**config.mk**
```make
export PLATFORM = sky130hd
export DESIGN_NAME = llc_mem_bridge
export DESIGN_NICKNAME = d
export VERILOG_FILES = /design/src/rtl/llc_mem_bridge.sv
export SDC_FILE = /design/constraint.sdc
export NUM_CORES = 1
export LEC_CHECK = 0
export ABC_CLOCK_PERIOD_IN_PS = 2090
export CAP_MARGIN = 20
export CORE_AREA = 2 2 183 185
export CTS_CLUSTER_SIZE = 14
export DETAILED_ROUTE_END_ITERATION = 7
export DIE_AREA = 0 0 185 187
export PLACE_DENSITY = 0.7
export REMOVE_ABC_BUFFERS = 1
export SLEW_MARGIN = 20
export SYNTH_ARGS = -nofsm -noshare
export SYNTH_HDL_FRONTEND = slang
export SYNTH_SLANG_ARGS = --single-unit
export TNS_END_PERCENT = 50
```
**constraint.sdc**
```tcl
create_clock -name clk -period 2.09 [get_ports clk]
set_input_delay 0.418 -clock clk [delete_from_list [all_inputs] [get_ports clk]]
set_output_delay 0.418 -clock clk [all_outputs]
set_load 0.01 [all_outputs]
```
**src/rtl/llc_mem_bridge.sv**
```systemverilog
// llc_mem_bridge
//   Memory-side bridge below the LLC core. Each LLC memory request becomes a
//   header flit, and a write-back also sends BEATS data flits, least
//   significant word first. Response beats are collected into a full line and
//   returned to the LLC core. At most one read may be outstanding. Writes are
//   posted and get no response.
//
// Ports
//   clk, rst            clock (rising edge); asynchronous active-low reset
//   llc_mem_req_*       request from LLC core (valid/ready, hwrite, hsize,
//                       hprot, addr, line)
//   mem_out_*           flit channel to memory (valid/ready, data, last)
//   mem_in_*            response beat channel (valid/ready, data)
//   llc_mem_rsp_*       assembled line back to LLC core (valid/ready, line)
//   rsp_err             sticky: a beat arrived while no read was outstanding
//   perf_rd_cnt/wr_cnt  saturating header counters
//   state_dbg           request FSM state
//
// Configuration
//   LLC_MEM_BRIDGE_PERF_EN  when defined, perf_rd_cnt/perf_wr_cnt count read and
//                           write header handshakes and saturate at 16'hFFFF.
//                           When undefined, both ports are tied to zero.
//
// Handshakes: a transfer happens on a rising edge where valid and ready are
// both high. A source keeps valid and its payload stable until that edge.
// Valid never depends combinationally on the ready of the same channel.
// The header layout {hwrite, hsize, hprot, addr} needs WORD_BITS >= ADDR_BITS+6.
module llc_mem_bridge #(
    parameter int ADDR_BITS = 32,
    parameter int LINE_BITS = 128,
    parameter int WORD_BITS = 64
) (
    input  logic                 clk,
    input  logic                 rst,
    input  logic                 llc_mem_req_valid,
    output logic                 llc_mem_req_ready,
    input  logic                 llc_mem_req_hwrite,
    input  logic [2:0]           llc_mem_req_hsize,
    input  logic [1:0]           llc_mem_req_hprot,
    input  logic [ADDR_BITS-1:0] llc_mem_req_addr,
    input  logic [LINE_BITS-1:0] llc_mem_req_line,
    output logic                 mem_out_valid,
    input  logic                 mem_out_ready,
    output logic [WORD_BITS-1:0] mem_out_data,
    output logic                 mem_out_last,
    input  logic                 mem_in_valid,
    output logic                 mem_in_ready,
    input  logic [WORD_BITS-1:0] mem_in_data,
    output logic                 llc_mem_rsp_valid,
    input  logic                 llc_mem_rsp_ready,
    output logic [LINE_BITS-1:0] llc_mem_rsp_line,
    output logic                 rsp_err,
    output logic [15:0]          perf_rd_cnt,
    output logic [15:0]          perf_wr_cnt,
    output logic [1:0]           state_dbg
);

    localparam int BEATS = LINE_BITS / WORD_BITS;
    localparam int CNT_W = (BEATS > 1) ? $clog2(BEATS) : 1;

    typedef enum logic [1:0] {IDLE, HEADER, DATA} state_t;

    state_t state, state_nxt;

    logic                             req_hwrite;
    logic [2:0]                       req_hsize;
    logic [1:0]                       req_hprot;
    logic [ADDR_BITS-1:0]             req_addr;
    logic [BEATS-1:0][WORD_BITS-1:0]  req_words;
    logic [BEATS-1:0][WORD_BITS-1:0]  rsp_words;
    logic [CNT_W-1:0]                 beat_cnt;
    logic [CNT_W-1:0]                 rsp_cnt;
    logic                             rd_outstanding;
    logic [WORD_BITS-1:0]             header;

    logic req_fire, hdr_fire, data_fire, beat_last, rsp_last, in_fire, rsp_fire;

    assign llc_mem_req_ready = (state == IDLE) && !rd_outstanding;
    assign req_fire          = llc_mem_req_valid && llc_mem_req_ready;
    assign hdr_fire          = (state == HEADER) && mem_out_ready;
    assign data_fire         = (state == DATA) && mem_out_ready;
    assign beat_last         = (beat_cnt == CNT_W'(BEATS - 1));
    assign rsp_last          = (rsp_cnt == CNT_W'(BEATS - 1));
    assign mem_in_ready      = !llc_mem_rsp_valid;
    assign in_fire           = mem_in_valid && mem_in_ready;
    assign rsp_fire          = llc_mem_rsp_valid && llc_mem_rsp_ready;
    assign llc_mem_rsp_line  = rsp_words;
    assign state_dbg         = state;

    always_comb begin
        header                     = '0;
        header[ADDR_BITS-1:0]      = req_addr;
        header[ADDR_BITS +: 2]     = req_hprot;
        header[ADDR_BITS+2 +: 3]   = req_hsize;
        header[ADDR_BITS+5]        = req_hwrite;
    end

    // Request FSM: next state and flit outputs, all decoded from registered state.
    always_comb begin
        state_nxt     = state;
        mem_out_valid = 1'b0;
        mem_out_data  = '0;
        mem_out_last  = 1'b0;
        case (state)
            IDLE: begin
                if (req_fire) state_nxt = HEADER;
            end
            HEADER: begin
                mem_out_valid = 1'b1;
                mem_out_data  = header;
                mem_out_last  = !req_hwrite;
                if (mem_out_ready) state_nxt = req_hwrite ? DATA : IDLE;
            end
            DATA: begin
                mem_out_valid = 1'b1;
                mem_out_data  = req_words[beat_cnt];
                mem_out_last  = beat_last;
                if (mem_out_ready && beat_last) state_nxt = IDLE;
            end
            default: state_nxt = IDLE;
        endcase
    end

    always_ff @(posedge clk or negedge rst) begin
        if (!rst) begin
            state      <= IDLE;
            req_hwrite <= 1'b0;
            req_hsize  <= '0;
            req_hprot  <= '0;
            req_addr   <= '0;
            req_words  <= '0;
            beat_cnt   <= '0;
        end else begin
            state <= state_nxt;
            if (req_fire) begin
                req_hwrite <= llc_mem_req_hwrite;
                req_hsize  <= llc_mem_req_hsize;
                req_hprot  <= llc_mem_req_hprot;
                req_addr   <= llc_mem_req_addr;
                req_words  <= llc_mem_req_line;
            end
            if (hdr_fire && req_hwrite) beat_cnt <= '0;
            else if (data_fire)         beat_cnt <= beat_cnt + 1'b1;
        end
    end

    // Response path runs independently of the request FSM; it only shares
    // rd_outstanding, which the read header sets and the line handshake clears.
    always_ff @(posedge clk or negedge rst) begin
        if (!rst) begin
            rd_outstanding    <= 1'b0;
            rsp_words         <= '0;
            rsp_cnt           <= '0;
            llc_mem_rsp_valid <= 1'b0;
            rsp_err           <= 1'b0;
        end else begin
            if (rsp_fire) begin
                llc_mem_rsp_valid <= 1'b0;
                rd_outstanding    <= 1'b0;
            end
            if (hdr_fire && !req_hwrite) rd_outstanding <= 1'b1;
            if (in_fire) begin
                if (rd_outstanding) begin
                    rsp_words[rsp_cnt] <= mem_in_data;
                    rsp_cnt            <= rsp_last ? '0 : rsp_cnt + 1'b1;
                    if (rsp_last) llc_mem_rsp_valid <= 1'b1;
                end else begin
                    // Stray beat: dropped without disturbing line assembly.
                    rsp_err <= 1'b1;
                end
            end
        end
    end

`ifdef LLC_MEM_BRIDGE_PERF_EN
    logic [15:0] rd_cnt_q, wr_cnt_q;

    always_ff @(posedge clk or negedge rst) begin
        if (!rst) begin
            rd_cnt_q <= '0;
            wr_cnt_q <= '0;
        end else if (hdr_fire) begin
            if (!req_hwrite && rd_cnt_q != 16'hFFFF) rd_cnt_q <= rd_cnt_q + 16'd1;
            if (req_hwrite && wr_cnt_q != 16'hFFFF)  wr_cnt_q <= wr_cnt_q + 16'd1;
        end
    end

    assign perf_rd_cnt = rd_cnt_q;
    assign perf_wr_cnt = wr_cnt_q;
`else
    assign perf_rd_cnt = '0;
    assign perf_wr_cnt = '0;
`endif

endmodule

```
Word-level counts from Yosys, hierarchy flattened. Cells that the tools add are included.

Bits in registers: 301. Output and inout bits: 232. Logic and storage cells: 67.

Add/subtract/negate cells: 2. Magnitude comparators: 3. Eq/ne operators: 5. Mux-type cells: 22. Bitwise operators: 1. Reduce and logical (&&, ||, !) cells: 20.

Operators by type and width (count): 64-bit two-way mux (3); 128-bit bitwise mux (1); 64-bit case mux with 2 select lines (1); 64-bit demux with 1-bit select (1); 1-bit logical AND (10); 1-bit two-way mux (10); 2-bit two-way mux (4); 2-bit case mux with 3 select lines (1); 1-bit by 2-bit less-than comparator with 1-bit output (second input constant) (2); 2-bit inequality test (second input constant) (2); 2-bit AND reduction (2); 2-bit nonzero test (2); 1-bit zero test (3); 3-bit AND reduction (1); 1-bit adder (second input constant) (2); 2-bit by 1-bit equality test with 1-bit output (second input constant) (1); 2-bit equality test (second input constant) (1); 2-bit zero test (1); 2-bit by 1-bit inequality test with 1-bit output (second input constant) (1); 1-bit case mux with 2 select lines (1); 2-bit OR reduction (1); 1-bit >= comparator (second input constant) (1); 1-bit NOT (1).

Longest topological paths before layout.
Word-level depth: 5. Depth in mapped cells: 7. Depth with buffers taken out: 5.

Worst setup path before layout. Ideal clock, no wire load.

Kind: flip-flop to output port. Start point: reg state[0], in the netlist state_dbg[0]. End point: out mem_out_data[0]. Arrival time: 1.658 ns. Data required time: 1.672 ns. Setup slack: 0.014 ns. Cell stages (with the launch flop): 8. Buffers on the path: 2. Cells stage by stage: dfrtp_1 -> inv_1 -> ha_1 -> and2_1 -> buf_2 -> buf_1 -> nand2_1 -> o21ai_0.

Cells in the longest elaborated chain, start to end: 2. Elaborated cells between the ends (all ways): 3. Classes of those cells: eq/ne (2); mux (1).

RTL lines: start: declaration (line 63) `state_t state, state_nxt;`; start signal: assignment (line 134) `state <= state_nxt;`; 2-bit equality test / 2-bit by 1-bit equality test with 1-bit output (equally long branches) (line 104) `case (state)`; 64-bit case mux with 2 select lines (*) (line 104); end: declaration (line 44) `output logic [WORD_BITS-1:0] mem_out_data,`.

Mark *: on every way between the ends. The rest lies on a longest branch, timed or not.

Final worst setup path.
Start point: reg beat_cnt. End point: out mem_out_data[37].

Cells in the longest elaborated chain, start to end: 3.

RTL lines: start: declaration (line 71) `logic [CNT_W-1:0] beat_cnt;`; start signal: assignment (line 143) `else if (data_fire) beat_cnt <= beat_cnt + 1'b1;`; 64-bit two-way mux (not written as such) (2 in series) (line 116) `mem_out_data = req_words[beat_cnt];`; 64-bit case mux with 2 select lines (line 104).

Every way passes these cells. The select of a mux whose other input is x is not followed.

==> flow_metrics.tcl <==
set metrics [dict create \
    status "finished with violations" \
    violations "setup timing" \
    most-common-layout-cells "clkdlybuf4s50_1 (366), dfrtp_1 (300), mux2_2 (238)" \
    track_usage_pct 20.9 \
    wl_per_cell_microns 19.8 \
    antenna_found_initial 2 \
    cts_root_buf "clkbuf_16" \
    final_cells 1850 \
    viasPerCell 4.75 \
    slowest_stage "dfrtp_4" \
    cts_tree "yes" \
    core_area_sq_mm 0.0329 \
    grt.overflow.total 0 \
    drive_gt1_share_pct 35.4 \
    cpLargestDelayFamily "flip-flops" \
    finalWirelength_microns 36600 \
    die_y_microns 187 \
    synthToLayoutAreaGrowth_pct 51.0 \
    cts_buffer_depth 3 \
    synth_seq_area_share_pct 58.6 \
    powerDensity_mw_per_mm2 1530 \
    dieWidth_microns 185 \
    cp-start-kind "flip-flop" \
    fin_util_pct 59.1 \
    drv_cap 0 \
    clk_latency_ps 510 \
    post-route-min-period_ps 2350 \
    arrival_ps 1930 \
    clkTransAtPathRegs_ps 60 \
    num_rows 67 \
    timing.fmax_ghz 0.426 \
    hold_class "in -> async" \
    worst-path-buf-inv 3 \
    crit_path_max_incr_delay_ps 520 \
    fin_ws_ps -257 \
    ir_worst_vdd_mv 0.988 \
    dieArea_sq_mm 0.0346 \
    cts_buffers 35 \
    grt_pass1_vias 9612 \
    cts_max_level 2 \
    ios 468 \
    power_uw 29800 \
    dp.cells 1770 \
    io_buffer_count 435 \
    slew_viol_final 0 \
    timing.hold.ws_ps 436 \
    syn_inst 881 \
    setup-violations-final 66 \
    min_period_over_period_pct 112 \
    crit_type "reg -> out" \
    vias 8794 \
    hold_viol 0 \
    crit_chain "buf_6 > buf_4 > mux2_2 > nand2_2 > a21boi_4 > buf_2" \
    p_leak_uw 0.00833 \
    crit_fanout 4 \
    layout.nets 1616 \
    cp.required_ps 1670 \
    yosysWarningCount 0 \
    finClkSkew_ps 15.6 \
    drcViolationCount 0 \
    post-dp-hpwl_microns 26600 \
    syn_avg_cell_area_sq_um 14.6 \
    synthDistinctLibCells 31 \
    ys_ff_latch 301 \
    synth_area_sq_mm 0.0129 \
    drtIter0Drc 300 \
    fillers 2680 \
    diodes 0 \
    worstSetupEndpointType "primary output" \
    ant_nets 0 \
    grt_pass1_wl_microns 55500 \
    cts.sinks 301 \
    gp_congestion 0.796 \
    grt_max_degree 64 \
    rsz0062_at_grt "yes" \
    firstDrtPassIters 4 \
    final_common_cell "clkdlybuf4s50_1" \
    start_util_pct 39.1 \
    timing.setup.tns_ps -9970 \
]
path summary, 6_finish.rpt:
path                               from                to  slack (ps)  cells past startpoint
max                            beat_cnt  mem_out_data[37]        -260                      6
min                                 rst    req_words[103]         440                      2
max reg2reg                state_dbg[1]      state_dbg[0]         250                      6
min reg2reg                     rsp_err           rsp_err         470                      1
max in group asynchronous           rst    req_words[125]         920                      3
min in group clk                rsp_err           rsp_err         470                      1
metrics by stage:
step / instance area (sq um) / setup WS [ps]
after floorplan: 12400 / -4090
after global placement: 18000 / -289
after detailed placement: 18000 / -303
after CTS: 19300 / -291
after global routing: 19400 / -312
final: 19400 / -257
synthesized netlist by cell type (all sizes together):
cell type	count	area (sq um)
a22oi	18	135
a31o	1	8.76
dfrtp	301	7530
a22o	1	8.76
and2	1	6.26
nand3	2	10.0
conb	1	3.75
a21oi	2	10.0
nor2	27	109
xnor2	1	8.76
mux2	314	3540
nand2b	1	6.26
nand2	23	86.3
a21o	1	7.51
mux2i	45	450
nand3b	1	11.3
buf	73	538
inv	5	18.8
o32ai	1	8.76
ha	4	50.1
nor2b	21	131
clkbuf	11	41.3
nand4	1	6.26
a221oi	1	8.76
o21ai	22	110
a21boi	2	15.0
layer usage:
metal,track usage [%],share of wire [%],vias up
li1,-,-,4040
met1,24.1,38,4355
met2,35.1,49,336
met3,9.31,11,59
met4,5.98,2.3,4
met5,0,0.055,-
registers in the layout, indices dropped and copies added, names as in the netlist:
register	cells
rsp_cnt	1
beat_cnt	1
llc_mem_rsp_line	128
llc_mem_rsp_valid	1
req_words	128
rd_outstanding	1
rsp_err	1
req_hprot	2
req_hsize	3
req_hwrite	1
req_addr	32
state_dbg	2
worst reg2reg max path, delay by kind of cell (launching register included):
family,cells,cell delay (ps)
AOI/OAI and AO/OA,2,480
adders and majority gates,1,180
buffers and inverters,2,300
DFF,1,380
muxes,1,380
repair_timing:
action	CTS	global route
hold buffers	1	0
pin swaps	7	7
gates resized for setup	352	28
setup endpoints to repair	67	68
gates cloned	1	1
setup buffers	8	6
endpoints found under the hold margin	39	0
kinds of logic (layout without fill, tap and decap cells):
group	after synthesis	after routing	synth area share (%)
mux	359	359	31.0
xor+xnor	1	1	0.0681
flops	301	301	58.6
buf+inv	89	579	4.65
compound gates	49	49	2.43
fa+ha+maj	4	4	0.389
simple gates	77	77	2.85
other cells	1	32	0.0292
where the power goes:
group          internal, uW  leakage, uW  switching, uW
sequential             8850      0.00357           1650
combinational          7800      0.00417           5250
clock                  3860     0.000589           2380
cell type report:
class                   count  area, sq um  share of cell area, %
well taps                 448          561                   2.89
clock inverters            12          155                  0.799
repair buffers            511         4990                   25.7
inverters                   5         18.8                 0.0967
multi-input cells         522         5110                   26.3
clock buffers              51         1050                   5.39
flip-flops and latches    301         7540                   38.8
Power figures use the tool's default switching activity.
==> patch (same flow settings) <==
The option `LLC_MEM_BRIDGE_PERF_EN` is turned on by a define.
--- a/src/rtl/llc_mem_bridge.sv
+++ b/src/rtl/llc_mem_bridge.sv
@@ -26,4 +26,6 @@
 // Valid never depends combinationally on the ready of the same channel.
 // The header layout {hwrite, hsize, hprot, addr} needs WORD_BITS >= ADDR_BITS+6.
+`define LLC_MEM_BRIDGE_PERF_EN
+
 module llc_mem_bridge #(
     parameter int ADDR_BITS = 32,
Behaviour: not the same (Yosys sat finds a counterexample within 4 cycles, from zero or initial values and one cycle with rst low).
==> patch against the original RTL <==
The flow still finishes with violations (setup timing). Sequential cell count is 32 higher. Synthesized cell count is 13% higher. Maximum frequency is 4.4% lower. Non-clock buffer count is 53 higher. Worst setup slack worse by 110 ps. Sequential share of layout area is 1.0 points lower. Cell area is 14% higher. Area after synthesis is 11% higher. Count of clock-buffer cells in the layout stayed put. Total power is 13% higher. Wire length is 20% higher. Via count is 16% higher. Largest power group unchanged.
==> patch: results (changes against the original RTL) <==
maximum VDD drop: 1001 uV (+1.3%)
DRC marker count from the first detailed-route iteration: 438 (+46%)
failing checks: setup timing
vias in the first global route: 10870 (+13%)
CP max stage delay: 540 ps (+20 ps)
clock buffer count from CTS: 37 (+5.7%)
DRT Pass-1 Iters: 6 (+2)
depth of the most critical reg-to-reg path: 8 (+2)
Net Sw Frac: 0.3107 (-0.0008121)
status: complete, but fails checks
fillcell total: 2460 (-8.2%)
Final setup viols: 65 (-1.5%)
HPWL after DPL: 31680 um (+19%)
Leak: 9.453 nW (+14%)
post-synthesis compound-gate area fraction: 0.02342 (-0.0009086)
GRT Total Usage: 0.2512 (+0.04224)
Worst Path Arrival: 2040 ps (+110 ps)
worst hold path type: register to register
Reg2Reg Setup Slack: 100 ps (-150 ps)
placer's final routability congestion estimate: 0.8409 (+5.6%)
pwr dens: 1521 nW/um2 (-0.86%)
Synth Area in Adders: 0.005282 (+0.001390)
Final Skew: 10.57 ps (-5.013 ps)
Port Buffers: 467 (+7.4%)
Synth cell types: 46 (+48%)
routed vias: 10230 (+16%)
Fin Setup TNS: -13870 ps (-3900 ps)
routed wire length: 44040 um (+20%)
clock-net power: 7.41 mW (+19%)
Final WS setup: -364.6 ps (-108.1 ps)
pre-CTS WS: -218.6 ps (+84.08 ps)
Post-synth top cells: dfrtp_1, mux2_2, buf_2, mux2i_1, nand2_1
sequential share of the synthesized area: 0.5863 (about the same)
Synth area leaders: dfrtp_1, mux2_2, mux2i_1
==> patch: stage by stage <==
stage / util / hold WS [ps] / cells
2_1_floorplan: - / 122.4 / 936
3_3_place_gp: 0.6077 / 421.3 / 1918
3_5_place_dp: 0.6077 / 418.3 / 1918
4_1_cts: 0.6612 / 476.5 / 2006
5_1_grt: 0.6714 / 502.3 / 2025
6_report: 0.6716 / 478.5 / 2027
==> patch: kinds of logic (layout without fill, tap and decap cells) <==
| family | after synthesis | in the layout |
|---|---|---|
| adder cells (fa/ha/maj) | 6 | 6 |
| other | 0 | 11 |
| buffers and inverters | 65 | 639 |
| flip-flops | 333 | 333 |
| AO/OA/AOI/OAI | 50 | 50 |
| XOR/XNOR | 32 | 32 |
| AND/OR/NAND/NOR | 146 | 146 |
| multiplexers | 362 | 362 |
==> patch: timing repair <==
action	in CTS	in global routing
endpoints found under the setup margin	69	73
gates cloned	6	4
buffers inserted	13	8
gates resized for setup	368	72
hold buffers	1	0
endpoints found under the hold margin	51	0
pin swaps	14	23
==> patch: layout make-up <==
cell class / instances / area, um2 / area share
Multi-Input combinational cell: 596 / 6016 / 0.2726
Antenna cell: 11 / 27.53 / 0.001247
Inverter: 7 / 26.28 / 0.001191
Timing Repair Buffer: 564 / 5690 / 0.2579
Clock inverter: 17 / 320.3 / 0.01451
Sequential cell: 333 / 8337 / 0.3778
Clock buffer: 51 / 1091 / 0.04944
Tap cell: 448 / 560.5 / 0.02540
==> patch: routing by layer <==
metal / vias up / share of wire / wire, um / GRT usage
li1: 4640 / - / - / -
met1: 5079 / 0.38 / 16520 / 0.2946
met2: 416 / 0.49 / 21420 / 0.4143
met3: 86 / 0.11 / 4720 / 0.1014
met4: 8 / 0.030 / 1334 / 0.09219
met5: - / 0.0011 / 50 / 0
